## src/rtl/ahbl_splitter_n.sv

```systemverilog
// AHB-Lite decoder/read mux for NS base/mask slaves with a built-in ERROR default slave.
// Optional AHBL_SPLITTER_TIMEOUT_EN: stalled mapped slaves are cut off with an ERROR and sticky timeout_err.
module ahbl_splitter_n #(
   parameter int NS      = 4,
   parameter int DEC_LSB = 28,
   parameter int DEC_W   = 4,
   parameter logic [NS*DEC_W-1:0] SLV_BASE = {4'h8, 4'h4, 4'h2, 4'h0},
   parameter logic [NS*DEC_W-1:0] SLV_MASK = '1,
   parameter int TIMEOUT = 64
) (
   input  logic             HCLK,
   input  logic             HRESETn,
   input  logic [31:0]      HADDR,
   input  logic [1:0]       HTRANS,
   output logic             HREADY,
   output logic             HRESP,
   output logic [31:0]      HRDATA,
   output logic [NS-1:0]    S_HSEL,
   input  logic [NS*32-1:0] S_HRDATA,
   input  logic [NS-1:0]    S_HREADYOUT,
   input  logic [NS-1:0]    S_HRESP
`ifdef AHBL_SPLITTER_TIMEOUT_EN
   ,
   output logic             timeout_err
`endif
);

   typedef enum logic [1:0] {S_IDLE, S_ERR1, S_ERR2} state_t;

   localparam logic [31:0] DEC_FMASK = ({32{1'b1}} >> (32 - DEC_W)) << DEC_LSB;

   if (NS < 1 || NS > 8 || TIMEOUT < 2) begin : g_bad_param
      $error("ahbl_splitter_n: illegal parameter combination");
   end

   logic [DEC_W-1:0] field;
   logic             found;
   logic [NS-1:0]    sel;
   logic [NS:0]      dsel_d, dsel_q;
   state_t           state_q;
   logic             def_rdy_q, def_err_q;
   logic             err_start;
   logic             to_fire;
   logic             unused_sig;

   assign field      = HADDR[DEC_LSB +: DEC_W];
   assign unused_sig = ^{HADDR & ~DEC_FMASK, HTRANS[0]};

   // Ascending scan with a found flag gives lowest-index priority on overlaps.
   always_comb begin
      found = 1'b0;
      sel   = '0;
      for (int i = 0; i < NS; i++) begin
         if (!found && ((field & SLV_MASK[i*DEC_W +: DEC_W]) ==
                        (SLV_BASE[i*DEC_W +: DEC_W] & SLV_MASK[i*DEC_W +: DEC_W]))) begin
            found  = 1'b1;
            sel[i] = 1'b1;
         end
      end
   end

   assign S_HSEL = sel;
   assign dsel_d = found ? {1'b0, sel} : {1'b1, {NS{1'b0}}};

   always_comb begin
      HREADY = 1'b1;
      HRESP  = 1'b0;
      HRDATA = '0;
      for (int i = 0; i < NS; i++) begin
         if (dsel_q[i]) begin
            HREADY = S_HREADYOUT[i];
            HRESP  = S_HRESP[i];
            HRDATA = S_HRDATA[i*32 +: 32];
         end
      end
      if (dsel_q[NS]) begin
         HREADY = def_rdy_q;
         HRESP  = def_err_q;
         HRDATA = '0;
      end
   end

   assign err_start = (HREADY && !found && HTRANS[1]) || to_fire;

   always_ff @(posedge HCLK or negedge HRESETn) begin
      if (!HRESETn) begin
         dsel_q <= {1'b1, {NS{1'b0}}};
      end else if (to_fire) begin
         dsel_q <= {1'b1, {NS{1'b0}}};
      end else if (HREADY) begin
         dsel_q <= dsel_d;
      end
   end

   always_ff @(posedge HCLK or negedge HRESETn) begin
      if (!HRESETn) begin
         state_q   <= S_IDLE;
         def_rdy_q <= 1'b1;
         def_err_q <= 1'b0;
      end else if (state_q == S_ERR1) begin
         state_q   <= S_ERR2;
         def_rdy_q <= 1'b1;
         def_err_q <= 1'b1;
      end else if (err_start) begin
         state_q   <= S_ERR1;
         def_rdy_q <= 1'b0;
         def_err_q <= 1'b1;
      end else begin
         state_q   <= S_IDLE;
         def_rdy_q <= 1'b1;
         def_err_q <= 1'b0;
      end
   end

`ifdef AHBL_SPLITTER_TIMEOUT_EN
   localparam int CW = $clog2(TIMEOUT + 1);
   localparam logic [CW-1:0] TO_LAST = CW'(TIMEOUT - 1);

   logic [CW-1:0] cnt_q;
   logic          stall;
   logic          timeout_err_q;

   assign stall       = !dsel_q[NS] && !HREADY;
   assign to_fire     = stall && (cnt_q == TO_LAST);
   assign timeout_err = timeout_err_q;

   always_ff @(posedge HCLK or negedge HRESETn) begin
      if (!HRESETn) begin
         cnt_q         <= '0;
         timeout_err_q <= 1'b0;
      end else begin
         if (HREADY || to_fire) cnt_q <= '0;
         else if (stall)        cnt_q <= cnt_q + 1'b1;
         if (to_fire) timeout_err_q <= 1'b1;
      end
   end
`else
   assign to_fire = 1'b0;
`endif

endmodule

```

## config.mk

```make
export PLATFORM = sky130hd
export DESIGN_NAME = ahbl_splitter_n
export DESIGN_NICKNAME = d
export VERILOG_FILES = /design/src/rtl/ahbl_splitter_n.sv
export SDC_FILE = /design/constraint.sdc
export NUM_CORES = 1
export LEC_CHECK = 0
export BUFFER_PORTS_ARGS = -buffer_cell sky130_fd_sc_hd__buf_4
export CAP_MARGIN = 10
export CORE_MARGIN = 4
export CORE_UTILIZATION = 30
export DETAILED_ROUTE_END_ITERATION = 8
export PLACE_DENSITY = 0.84
export SYNTH_ARGS = -nofsm -noshare
export SYNTH_HDL_FRONTEND = slang
export SYNTH_SLANG_ARGS = --single-unit
```

## constraint.sdc

```tcl
create_clock -name HCLK -period 5.2 [get_ports HCLK]
set_input_delay 0.26 -clock HCLK [delete_from_list [all_inputs] [get_ports HCLK]]
set_output_delay 0.26 -clock HCLK [all_outputs]
set_load 0.01 [all_outputs]
```

==> metrics.cfg <==
[run_status]
status = complete, no violations

[timing]
fmaxAchievable_ghz = 0.3981
fin_worst_hold_slack_ps = 292.4
maxSlewHeadroom_pct = 23.40
tightest_slew_ps = 1149
grt_setup_unrepaired = no
min_period_ps = 2512
final_max_slew_viol_count = 0
period_share_pct = 48.31
fin_setup_tns_ps = 0
final_hold_viol_count = 0
fin_worst_skew_ps = 6.096
setup_viol = 0

[finish]
syn_to_final_growth_pct = 86.68
drive_above_1_share_pct = 49.87
fin_area_mm2 = 0.002980
fin_nets = 568
n_antenna_cell = 0
finalNonFillerCells = 465

[clock_network]
htreeDepth = 1
cts_root_buf = clkbuf_8
cts_resized = 0
clkLatencyLatePin_ps = 230
cts_buffers = 3
cts_tree = yes
cts_sinks = 9
clkSlewWorstSetupHoldPaths_ps = 50
cts_buffer_depth = 2

[die]
io-pin-count = 210
initial_core_util_pct = 31.06
core_mm2 = 0.005140
die_x_um = 80.95
dieArea_mm2 = 0.006553
row_count = 26
die_h_um = 80.95

[placed_design]
placed_area_mm2 = 0.002924
dp_cells = 460
portBuffers = 180
gp_congestion = 0.8116
dpl.hpwl_um = 5354

[global_routing]
grt_util_all_layers_pct = 19.55
gr-total-overflow = 0
antenna_found_initial = 0
grt_pass1_vias = 2344
grt_pass1_wl_um = 10440
grt_start_max_net_pins = 70

[synth]
synth_edf_count = 0
synth.distinct_cells = 31
yosys_warnings = 0
ys_top_cells_by_area = a211o_1 18%, a221oi_1 18%, a21oi_1 11%
syn-cell-area_mm2 = 0.001597
synth_common_cells = 35 x a21oi_1, 34 x inv_1, 34 x nand2_1
synth_flop_cell = dfrtp_1
synthArstFlopShare_pct = 100.0
synth.avg_cell_area_um2 = 6.708
synth_area_leader_cell = a211o_1
yosysMostFrequentCell = a21oi_1
ys_ff_latch = 9
seq_area_frac_synth_pct = 14.26
netlist_instances = 238
synth_nets = 410
yosysTopAreaCellShare_pct = 17.55

[hold_path]
hp-class = input port to flop

[route]
vias = 2463
postRouteAntennaNets = 0
wl_um = 7090
remaining_drc_errors = 0
firstDrtPassIters = 6
drt_iter0_markers = 122
vias_per_cell = 5.297
wl_per_cell_um = 15.25

[power]
p_leak_nw = 1.463
power_mw = 0.4196
ir_drop_uv = 84.39
pwr_density_cell_mw_per_mm2 = 140.8

[setup_path]
worstPathArrival_ps = 2250
required_ps = 4940
path_class = flop to primary output
crit_path_start_kind = flop
path_max_fanout = 69
endpoint_kind = primary output

[flow_run]
drv_cap = 0

-- cells by family (layout without fill, tap and decap cells) --
| kind of cell | count (synthesis) | in the layout | share of synthesized area [%] |
|---|---|---|---|
| simple gates | 51 | 51 | 15.13 |
| mux | 2 | 2 | 1.881 |
| buf+inv | 65 | 222 | 16.69 |
| flops | 9 | 9 | 14.26 |
| compound gates | 111 | 111 | 52.04 |
-- per-layer routing --
layer	GRT usage, %	part of all wire (%)	vias up	wire [um]
li1	-	-	1198	-
met1	22.25	37	1117	2606
met2	35.80	51	134	3613
met3	5.322	10	14	739
met4	4.899	1.8	0	130
met5	0	0	-	0
-- repair_timing --
item	CTS	global route
buffers inserted	0	0
hold buffers	1	0
hold endpoints to repair	7	0
-- stage by stage --
stage / utilization, % / worst slack (ps)
global route: 57.98 / 2559
global placement: 56.89 / 2955
detailed placement: 56.89 / 2923
CTS: 57.98 / 2698
floorplan: - / 3508
finish: 57.98 / 2688
-- worst max-delay path, stage by stage, from the launching register on --
cell and delay [ps]:
dfrtp_2 1120, and3b_1 290, a311oi_2 50, a21oi_2 350, buf_4 200
-- path summary, 6_finish.rpt --
check                        endpoint  cells after the start        from  slack (ps)
min in group asynchronous   dsel_q[0]                      2     HRESETn         390
min                         def_err_q                      2   HTRANS[1]         290
max                            HREADY                      4   dsel_q[2]        2690
max in group asynchronous   dsel_q[4]                      2     HRESETn        4590
min reg2reg                state_q[1]                      1  state_q[1]         440
max reg2reg                 def_rdy_q                      4   dsel_q[2]        2920
-- where the power goes --
part	total, mW	switching [mW]	internal [mW]	leakage [nW]
Sequential	0.107	0.0276	0.0799	0.111
Combinational	0.234	0.0898	0.144	1.33
Clock	0.0786	0.0265	0.0521	0.0255
-- layout make-up --
class                   count  area (um2)
fillers                   491        2160
repair buffers            184        1384
well taps                  70       87.58
inverters                  34       127.6
flip-flops and latches      9       230.2
multi-input cells         164        1105
clock inverters             1       5.005
clock buffers               3       41.29
-- registers in the layout (all words and copies together), names as in the netlist --
signal	count
def_err_q	1
def_rdy_q	1
state_q	2
dsel_q	5
-- cells in the final DEF (no fill, tap or decap), drive strengths merged --
cell type	n
a211o	32
a211oi	1
a21o	1
a21oi	36
a221oi	32
a22o	2
a22oi	1
a311oi	1
a31o	1
and3b	1
buf	183
clkbuf	3
clkinv	1
dfrtp	7
dfstp	2
dlygate4sd3	1
inv	34
mux2	2
nand2	34
nand2b	1
nor2	3
nor2b	4
nor3	1
nor3b	1
nor4	1
nor4b	3
o21ai	3
o31ai	1
or3b	2
Power figures use the tool's default switching activity.
